===== src/rtl/xor_parity_scheduler_pkg.sv =====
// Shared types and default sizing for the XOR parity scheduler.
// The scheduler FSM walks IDLE -> ACCUM -> RESULT -> IDLE once per packet.
package parity_sched_pkg;

    localparam int DEF_N_REQ  = 4;
    localparam int DEF_DATA_W = 32;
    localparam int DEF_BEAT_W = 8;

    typedef enum logic [1:0] {
        IDLE   = 2'd0,
        ACCUM  = 2'd1,
        RESULT = 2'd2
    } state_t;

endpackage


===== src/rtl/xor_parity_scheduler_rr_arbiter.sv =====
// Combinational round-robin pick: the first requester at or after rr_ptr (wrapping) wins.
// Returns the winner both as a one-hot vector and as an index.
module rr_arbiter #(
    parameter int N_REQ = 4,
    parameter int ID_W  = $clog2(N_REQ)
) (
    input  logic [N_REQ-1:0] req,
    input  logic [ID_W-1:0]  rr_ptr,
    output logic [N_REQ-1:0] grant_oh,
    output logic [ID_W-1:0]  grant_idx,
    output logic             any_req
);

    logic [ID_W:0]   sum;
    logic [ID_W-1:0] idx;

    // Walk offsets from farthest to nearest so the nearest valid requester is the last to win.
    always_comb begin
        grant_oh  = '0;
        grant_idx = '0;
        any_req   = |req;
        sum       = '0;
        idx       = '0;
        for (int i = N_REQ - 1; i >= 0; i--) begin
            sum = {1'b0, rr_ptr} + (ID_W + 1)'(i);
            if (sum >= (ID_W + 1)'(N_REQ)) begin
                sum = sum - (ID_W + 1)'(N_REQ);
            end
            idx = sum[ID_W-1:0];
            if (req[idx]) begin
                grant_oh      = '0;
                grant_oh[idx] = 1'b1;
                grant_idx     = idx;
            end
        end
    end

endmodule


===== src/rtl/xor_parity_scheduler.sv =====
// Round-robin scheduler sharing one XOR-fold/parity datapath among N_REQ packet requesters.
// Each granted packet is folded beat by beat and reported once on the result port.
module xor_parity_scheduler
    import parity_sched_pkg::*;
#(
    parameter int N_REQ  = DEF_N_REQ,
    parameter int DATA_W = DEF_DATA_W,
    parameter int BEAT_W = DEF_BEAT_W,
    parameter int ID_W   = $clog2(N_REQ)
) (
    input  logic                    clk,
    input  logic                    rst,
    input  logic [N_REQ-1:0]        req_valid,
    input  logic [N_REQ*DATA_W-1:0] req_data,
    input  logic [N_REQ-1:0]        req_last,
    output logic [N_REQ-1:0]        req_ready,
    output logic                    res_valid,
    input  logic                    res_ready,
    output logic [DATA_W-1:0]       res_word,
    output logic                    res_parity,
    output logic [ID_W-1:0]         res_id,
    output logic [BEAT_W-1:0]       res_beats,
    output logic                    busy
);

    // Handshake: a beat moves when req_valid[i] & req_ready[i] at a rising edge, a result
    // moves when res_valid & res_ready; ready never depends on valid in the same cycle.

    state_t              state;
    state_t              state_next;
    logic [ID_W-1:0]     grant;
    logic [N_REQ-1:0]    grant_oh;
    logic [ID_W-1:0]     rr_ptr;
    logic [DATA_W-1:0]   acc;
    logic [BEAT_W-1:0]   beats;

    logic [N_REQ-1:0]    arb_oh;
    logic [ID_W-1:0]     arb_idx;
    logic                any_req;

    logic [DATA_W-1:0]   cur_beat;
    logic                cur_valid;
    logic                cur_last;
    logic [DATA_W-1:0]   acc_next;
    logic [BEAT_W-1:0]   beats_next;

    rr_arbiter #(
        .N_REQ (N_REQ),
        .ID_W  (ID_W)
    ) u_arb (
        .req       (req_valid),
        .rr_ptr    (rr_ptr),
        .grant_oh  (arb_oh),
        .grant_idx (arb_idx),
        .any_req   (any_req)
    );

    // Only the granted lane is observed; other requesters' valid/last are ignored.
    always_comb begin
        cur_beat = '0;
        for (int i = 0; i < N_REQ; i++) begin
            if (grant_oh[i]) begin
                cur_beat = req_data[i*DATA_W +: DATA_W];
            end
        end
        cur_valid  = |(req_valid & grant_oh);
        cur_last   = |(req_last & grant_oh);
        acc_next   = acc ^ cur_beat;
        beats_next = (&beats) ? beats : beats + 1'b1;
    end

    always_ff @(posedge clk) begin
        if (rst) begin
            state <= IDLE;
        end else begin
            state <= state_next;
        end
    end

    always_comb begin
        state_next = state;
        req_ready  = '0;
        res_valid  = 1'b0;
        busy       = (state != IDLE);
        case (state)
            IDLE: begin
                if (any_req) begin
                    state_next = ACCUM;
                end
            end
            ACCUM: begin
                req_ready = grant_oh;
                if (cur_valid && cur_last) begin
                    state_next = RESULT;
                end
            end
            RESULT: begin
                res_valid = 1'b1;
                if (res_ready) begin
                    state_next = IDLE;
                end
            end
            default: state_next = IDLE;
        endcase
    end

    // Result registers load on the last beat so they hold steady outside RESULT.
    always_ff @(posedge clk) begin
        if (rst) begin
            grant      <= '0;
            grant_oh   <= '0;
            rr_ptr     <= '0;
            acc        <= '0;
            beats      <= '0;
            res_word   <= '0;
            res_parity <= 1'b0;
            res_id     <= '0;
            res_beats  <= '0;
        end else begin
            case (state)
                IDLE: begin
                    if (any_req) begin
                        grant    <= arb_idx;
                        grant_oh <= arb_oh;
                        acc      <= '0;
                        beats    <= '0;
                    end
                end
                ACCUM: begin
                    if (cur_valid) begin
                        acc   <= acc_next;
                        beats <= beats_next;
                        if (cur_last) begin
                            res_word   <= acc_next;
                            res_parity <= ^acc_next;
                            res_id     <= grant;
                            res_beats  <= beats_next;
                        end
                    end
                end
                RESULT: begin
                    if (res_ready) begin
                        rr_ptr <= (grant == ID_W'(N_REQ - 1)) ? '0 : grant + 1'b1;
                    end
                end
                default: ;
            endcase
        end
    end

endmodule


===== config.mk =====
export PLATFORM = sky130hd
export DESIGN_NAME = xor_parity_scheduler
export DESIGN_NICKNAME = d
export VERILOG_FILES = /design/src/rtl/xor_parity_scheduler_pkg.sv /design/src/rtl/xor_parity_scheduler_rr_arbiter.sv /design/src/rtl/xor_parity_scheduler.sv
export SDC_FILE = /design/constraint.sdc
export NUM_CORES = 1
export LEC_CHECK = 0
export BUFFER_PORTS_ARGS = -buffer_cell sky130_fd_sc_hd__buf_2
export CAP_MARGIN = 10
export CORE_ASPECT_RATIO = 0.7
export CORE_UTILIZATION = 47
export DETAILED_ROUTE_END_ITERATION = 8
export HOLD_SLACK_MARGIN = 0.02
export PLACE_DENSITY = 0.78
export SLEW_MARGIN = 10
export SYNTH_ARGS = -nofsm -noshare
export SYNTH_HDL_FRONTEND = slang
export SYNTH_SLANG_ARGS = --single-unit

===== constraint.sdc =====
create_clock -name clk -period 3 [get_ports clk]
set_input_delay 0.45 -clock clk [delete_from_list [all_inputs] [get_ports clk]]
set_output_delay 0.45 -clock clk [all_outputs]
set_load 0.01 [all_outputs]

==> results of run 1 <==
[sequential cells by signal, summed over array words and instances (netlist names), 4 cells and up]
register / count
res_beats: 8
grant_oh: 4
acc: 32
beats: 8
res_word: 32
[through the flow]
step | hold WS (ns) | total power (uW) | setup slack (ns) | setup TNS (ns) | std cells
floorplan | 0.4287 | 1975 | 0.1181 | 0 | 752
global placement | 0.4362 | 2389 | -0.07913 | -0.07913 | 1127
detailed placement | 0.4427 | 2406 | -0.1390 | -0.1390 | 1127
CTS | 0.3980 | 3674 | 0.002973 | 0 | 1147
global route | 0.4180 | 3888 | -0.1531 | -0.1531 | 1148
finish | 0.4016 | 3741 | -0.07849 | -0.07849 | 1148
[logic make-up after synthesis]
kind of cell               after synthesis  share of synthesized area (%)
AOI/OAI and AO/OA                      260                          31.84
DFF                                     93                          31.67
adders and majority gates               10                          2.128
and+or+nand+nor                        318                          26.13
buffers and inverters                   59                          5.618
muxes                                    9                          2.171
xor gates and xnor gates                 3                         0.4470
[layer usage]
metal / global-route usage [%] / up-vias / share of wire (%)
met4: 8.521 / 0 / 1.7
li1: - / 3298 / -
met3: 6.273 / 35 / 9.7
met2: 51.45 / 376 / 45
met1: 42.64 / 3217 / 44
met5: 0 / - / 0
[cells in the final DEF (no fill, tap or decap), types with 8 or more instances in the layout]
| master | instances |
|---|---|
| nand2_1 | 86 |
| nor2_1 | 92 |
| a21o_1 | 8 |
| ha_1 | 10 |
| a31oi_1 | 9 |
| nor2b_1 | 34 |
| o211a_1 | 15 |
| nand3_1 | 39 |
| a211oi_1 | 15 |
| a21oi_1 | 72 |
| buf_4 | 73 |
| clkbuf_16 | 9 |
| o21ai_0 | 16 |
| buf_2 | 188 |
| or4_1 | 14 |
| a211o_1 | 18 |
| inv_1 | 8 |
| or2_2 | 8 |
| a221oi_2 | 11 |
| nor4_1 | 14 |
| a221oi_1 | 21 |
| o31a_1 | 14 |
| o211ai_1 | 19 |
| dfxtp_1 | 91 |
| a211oi_2 | 12 |
| o31ai_1 | 15 |
[critical path: cells and delay by family (launching register included)]
| family | cells | cell delay (ns) |
|---|---|---|
| AOI/OAI and AO/OA | 7 | 1.43 |
| buffers and inverters | 3 | 0.70 |
| and+or+nand+nor | 1 | 0.50 |
| DFF | 1 | 0.36 |
[layout make-up]
class,count,area (um^2),share of cell area (%)
multi-input cells,601,3884,48.81
well taps,157,196.4,2.469
inverters,8,30.03,0.3774
clock inverters,6,68.82,0.8649
repair buffers,273,1672,21.01
clock buffers,10,239.0,3.004
flip-flops and latches,93,1867,23.46
[how the worst max path moves through the flow]
stage	start	slack, ns	cells past startpoint	endpoint
final	grant_oh[1]	-0.08	11	res_parity
after detailed placement	grant_oh[3]	-0.14	13	res_parity
after floorplan	grant_oh[1]	0.12	10	res_parity
after global routing	grant_oh[0]	-0.15	11	res_parity
after CTS	grant_oh[3]	0.003	13	res_parity
after global placement	grant_oh[3]	-0.08	10	res_parity
[timing repair]
action                                  4_1_cts  5_1_grt
gates cloned                                  1        1
setup buffers                                 3        0
hold buffers                                  0        0
endpoints found under the hold margin         0        0
pin swaps                                    10        4
gates resized for setup                      26       14
endpoints found under the setup margin        1       14
[power by group]
group | switching, uW | internal, uW | leakage, uW
Clock | 545 | 679 | 0.000155
Sequential | 24.0 | 1270 | 0.000753
Combinational | 652 | 576 | 0.00255
Total | 1220 | 2520 | 0.00346
==> results by group, run 1 <==
Synthesis
  • Netlist cell types: 48
  • Post-synth top flop: dfxtp_1
  • Most frequent cell after synthesis: dfxtp_1
  • Yosys reg bits: 93
  • Synth area leader: dfxtp_1
  • Number of enable flip-flop cells after synthesis: 0
  • Ys async rst share: 0%
  • Top cells by count, synth: dfxtp_1, nor2_1, nand2_1, a21oi_1, nand3_1
  • Area contributors post-synth: dfxtp_1, a21oi_1, nor2_1, nand2_1, a221oi_1
  • Seq/Total Area, Yosys: 31.67%
  • Yosys top cell area share: 31.67%
  • Mean area per synthesized cell: between 7 and 8 um^2
  • Mapped Area: about 0.0059 mm^2
  • Mapped Nets: 901
  • YS warnings: 0
  • Cell count after synthesis: 752

Min path
  • Hold Crit Endpoint: state[1]
  • Worst hold-check path type: input port to flop
  • Worst Hold Launch: res_ready
  • Worst hold path depth: 3

Clocking
  • Clock Path Buffers: 2
  • H-Tree Depth: 3
  • Num CTS Buffers: 9
  • Sink Count: 93
  • Clock Pin Slew Worst Setup and Hold Paths: 0.07 ns
  • Worst-Skew Late Latency: approximately 0.35 ns
  • Root buffer cell: clkbuf_16
  • TritonCTS clock tree: built

Floorplan
  • Die height: between 90 and 100 um
  • Initial Util: 49.27%
  • Total core area: 0.01193 mm^2
  • Num ports: 188
  • FP Rows: 33
  • Die width: 135.7 um
  • Die area: around 0.013 mm^2

GRT
  • First-pass GRT wire length: 31.68 mm
  • GRT Total Usage: 31.66%
  • GRT Residual Overflow: 0
  • Vias in the first global route: 6428
  • Initial antenna violation count: 0
  • Largest net degree at the start of global routing: 60

Critical path
  • Worst path cell trace: buf_4, buf_4, buf_4, a221oi_2, nor4_1, a211oi_2, o211a_1, o211a_1, o211a_1, a211o_1, a311oi_1
  • R2R Path End: res_parity
  • Worst Path Arrival: 3.34 ns
  • CP max-delay cell: nor4_1
  • Crit. End Element: flop
  • Crit-path max cell delay: 0.50 ns
  • Max FO, Critical Path: 12
  • R2R depth: 11
  • Internal reg-to-reg setup slack: -0.08 ns
  • CP Launch Type: flop
  • Worst EP required: between 3 and 4 ns
  • Reg2reg start: grant_oh[1]
  • Crit path kind: flop to flop

Cells and area
  • Core Util, Final: 66.68%
  • Diodes inserted: 0
  • Final Cell Area: 0.007956 mm^2
  • Layout area overhead: 35.33%
  • Layout fillers: 1044
  • Nets: 1135
  • Layout cells sized above 1: 35.12%

STA
  • Setup ws final: -0.07849 ns
  • Worst Max-Slew Pin Slew: roughly 1.2 ns
  • Max-slew headroom: 22.59%
  • Fmax: around 320 MHz
  • Layout Skew: 0.004842 ns
  • Final period util: 102.6%
  • Final setup viols: 1
  • Post-route minimum period: 3.078 ns
  • Hold Fails Final Rpt: 0
  • RSZ-0062 raised after global routing: yes
  • Max Slew Vio Count: 0

Routing
  • First-pass DRT Iterations: 5
  • ANT nets after route: 0
  • Via count: 6926
  • Drt drc: 0
  • WL final: 21.00 mm
  • Vias/cell: 6.033
  • Initial DRC Count: ~530
  • WL/cell: 18.29 um

Placed design
  • GPL Wtd Cong: between 0.9 and 1
  • Post-DP Area: 0.007403 mm^2
  • HPWL Detailed: 14.67 mm
  • Port bufs: ~190

Outcome
  • Status: finished, violations left
  • Failing checks: negative setup slack

Pwr
  • Pwr/cell area: about 470 mW/mm^2
  • Max IR drop VDD: approximately 0.33 mV
  • Leak: between 0.003 and 0.004 uW

Job
  • # Max-Cap Violations: 0
No activity file was read; power rests on OpenSTA's default activity.
==> run 2: changes to the inputs <==
--- a/config.mk
+++ b/config.mk
@@ -9,6 +9,7 @@
 export CAP_MARGIN = 10
 export CORE_ASPECT_RATIO = 0.7
 export CORE_UTILIZATION = 47
+export CTS_BUF_LIST = sky130_fd_sc_hd__clkbuf_4 sky130_fd_sc_hd__clkbuf_8 sky130_fd_sc_hd__clkbuf_16
 export DETAILED_ROUTE_END_ITERATION = 8
 export HOLD_SLACK_MARGIN = 0.02
 export PLACE_DENSITY = 0.78
==> constraint.sdc (replaced) <==
create_clock -name clk -period 2.8 [get_ports clk]
set_input_delay 0.42 -clock clk [delete_from_list [all_inputs] [get_ports clk]]
set_output_delay 0.42 -clock clk [all_outputs]
set_load 0.01 [all_outputs]
==> run 2 against run 1 <==
  * The flow still finishes with violations (negative setup slack)
  * Worst hold slack got worse by 0.041 ns
  * Total power increased by 9.6%
  * Via count increased by 3.2%
  * Clock power increased by 8%
  * Non-clock buffer count increased by 19
  * Clock-buffer cell count increased by 1
  * Combinational power increased by 14%
  * Critical path depth increased by 2
  * Routed wire length increased by 0.90%
  * Final area increased by 4.7%
  * Critical path type unchanged
  * Largest cell class unchanged
  * Largest power group is now combinational cells
==> results by group, run 2 (same netlist as run 1, synthesis figures left out) <==
Critical path
  • Worst Path Arrival: 3.36 ns (was 3.34 ns)
  • Max FO, Critical Path: 6 (was 12)
  • Worst path cell trace: or2_4, buf_6, buf_4, a221oi_4, buf_4, o31a_1, a211oi_2, o211ai_1, buf_4, o211a_1, o211ai_1, a211o_1, a311oi_2 (was buf_4, buf_4, buf_4, a221oi_2, nor4_1, a211oi_2, o211a_1, o211a_1, o211a_1, a211o_1, a311oi_1)
  • Crit-path max cell delay: 0.37 ns (was 0.50 ns)
  • Worst EP required: 3.07 ns (was 3.26 ns)
  • Crit. End Element: flop (unchanged)
  • Most used cell, CP: buf_4
  • CP Launch Type: flop (unchanged)
  • CP max-delay cell: dfxtp_4 (was nor4_1)
  • Crit path kind: flop to flop (unchanged)

STA
  • Worst Max-Slew Pin Slew: 1.107 ns (was 1.156 ns)
  • Fmax: 323.8 MHz (was 324.8 MHz)
  • Final setup viols: 1 (unchanged)
  • Max-slew headroom: 25.88% (was 22.59%)
  • Hold Fails Final Rpt: 0 (unchanged)
  • Final period util: 110.3% (was 102.6%)
  • RSZ-0062 raised after global routing: yes (unchanged)
  • Layout Skew: 0.006965 ns (was 0.004842 ns)
  • Post-route minimum period: 3.088 ns (was 3.078 ns)
  • Max Slew Vio Count: 0 (unchanged)
  • Hold slack: 0.3609 ns (was 0.4016 ns)
  • Setup TNS: -0.2883 ns (was -0.07849 ns)
  • Setup ws final: -0.2883 ns (was -0.07849 ns)

Floorplan
  • Total core area: 0.01193 mm^2 (unchanged)
  • Die width: 135.7 um (unchanged)
  • Num ports: 188 (unchanged)
  • Die area: 0.01297 mm^2 (unchanged)
  • Die height: 95.58 um (unchanged)
  • FP Rows: 33 (unchanged)
  • Initial Util: 49.27% (unchanged)

Pwr
  • Pwr/cell area: 492.6 mW/mm^2 (was 470.2 mW/mm^2)
  • Max IR drop VDD: 0.3671 mV (was 0.3346 mV)
  • Seq pwr share: 33.8% (was 34.5%)
  • Internal power: 2755 uW (was 2520 uW)
  • Comb pwr share: 34.0% (was 32.8%)
  • Leak: 0.003603 uW (was 0.003459 uW)
  • Switch Pwr: 1347 uW (was 1221 uW)
  • Switching share of power: 32.84% (was 32.63%)
  • Clock power frac: 32.2% (was 32.7%)

GRT
  • Largest net degree at the start of global routing: 55 (was 60)
  • GRT Residual Overflow: 0 (unchanged)
  • Met2 Usage GRT: 52.34% (was 51.45%)
  • GRT Total Usage: 32.18% (was 31.66%)
  • Vias in the first global route: 6541 (was 6428)
  • Met1 usage: 43.07% (was 42.64%)
  • Busiest grt layer: met2 (unchanged)
  • GRT met3 Usage: 5.529% (was 6.273%)
  • Initial antenna violation count: 0 (unchanged)
  • First-pass GRT wire length: 32.58 mm (was 31.68 mm)

Min path
  • Worst hold-check path type: input port to flop (unchanged)

Cells and area
  • Storage element area: 0.001868 mm^2 (was 0.001867 mm^2)
  • Diodes inserted: 0 (unchanged)
  • Layout cells sized above 1: 39.21% (was 35.12%)
  • Most common cell after layout, fill and taps aside: buf_2 (unchanged)
  • Layout area overhead: 41.63% (was 35.33%)
  • Nets: 1154 (was 1135)
  • Most frequent cells in the layout: buf_2, nor2_1, buf_4 (was buf_2, nor2_1, dfxtp_1)
  • Biggest regs: acc x32, res_word x32 (unchanged)
  • Multi-input logic area: 0.004059 mm^2 (was 0.003884 mm^2)
  • Layout fillers: 1001 (was 1044)

Placed design
  • Port bufs: 187 (unchanged)
  • HPWL Detailed: 14.42 mm (was 14.67 mm)
  • GPL Wtd Cong: 0.8709 (was 0.9098)
  • Dpl ws: -0.2581 ns (was -0.1390 ns)

Routing
  • Drt drc: 0 (unchanged)
  • ANT nets after route: 0 (unchanged)
  • WL/cell: 18.16 um (was 18.29 um)
  • Via count: 7148 (was 6926)
  • First-pass DRT Iterations: 6 (was 5)
  • WL final: 21.19 mm (was 21.00 mm)
  • Vias/cell: 6.125 (was 6.033)
  • Initial DRC Count: 610 (was 531)

Clocking
  • Clock Path Buffers: 2 (unchanged)
  • Worst-Skew Late Latency: 0.35 ns (about the same)
  • TritonCTS clock tree: built (unchanged)
  • Root buffer cell: clkbuf_16 (unchanged)
  • Clock Pin Slew Worst Setup and Hold Paths: 0.07 ns (about the same)
  • H-Tree Depth: 3 (unchanged)
  • Hold_buf cts: 0 (unchanged)
  • Num CTS Buffers: 9 (unchanged)
  • Sink Count: 93 (unchanged)

Outcome
  • Failing checks: negative setup slack (unchanged)
  • Status: finished, violations left (unchanged)

Job
  • # Max-Cap Violations: 0 (unchanged)
[run 2: cell count changes in the layout (fill, tap and decap cells not counted), sizes merged]
cell,change
bufbuf,+1
clkbuf,+1
nor2,-1
or2b,+1
inv,-1
buf,+18
[run 2: cell type report]
type,instances,share of cell area (%)
clock buffers,11,2.960
clock inverters,5,0.7814
inverters,8,0.3606
multi-input cells,601,48.75
flip-flops and latches,93,22.43
well taps,157,2.359
repair buffers,292,22.36
[run 2: per-stage QoR]
step	instances	util, %	area, um^2	total power [uW]
after floorplan	752	-	5904	2138
after global placement	1133	62.52	7461	2577
after detailed placement	1133	62.52	7461	2595
after CTS	1166	69.16	8253	4042
after global routing	1167	69.78	8327	4243
final	1167	69.78	8327	4102
[run 2: worst paths after layout]
path | cells past startpoint | slack, ns | end | start
worst max-delay path | 13 | -0.29 | res_parity | grant_oh[3]
worst max register to register | 13 | -0.29 | res_parity | grant_oh[3]
worst min register to register | 2 | 0.45 | res_beats[0] | res_beats[0]
worst min-delay path | 3 | 0.36 | state[1] | res_ready
[run 2: critical path, delay by kind of cell (launching register included)]
family | cells | cell delay, ns
AO/OA/AOI/OAI | 8 | 1.72
AND/OR/NAND/NOR | 1 | 0.27
flip-flops | 1 | 0.37
buffers and inverters | 4 | 0.62
[run 2: metal layers]
metal,share of wire [%],vias up
li1,-,3338
met3,8.7,42
met4,2.2,0
met2,45,376
met5,0,-
met1,44,3392
[run 2: power groups by stage]
stage,registers [uW],logic (uW),clock network (uW)
2_1_floorplan,1410,726,0
3_3_place_gp,1410,1170,0
3_5_place_dp,1410,1180,0
4_1_cts,1380,1340,1320
5_1_grt,1390,1490,1370
6_report,1380,1400,1320
[run 2: what timing repair did]
| item | in CTS | in global routing |
|---|---|---|
| setup endpoints to repair | 1 | 2 |
| cloned | 3 | 0 |
| pin swaps | 32 | 5 |
| resized for setup | 64 | 11 |
| buffers inserted | 16 | 0 |
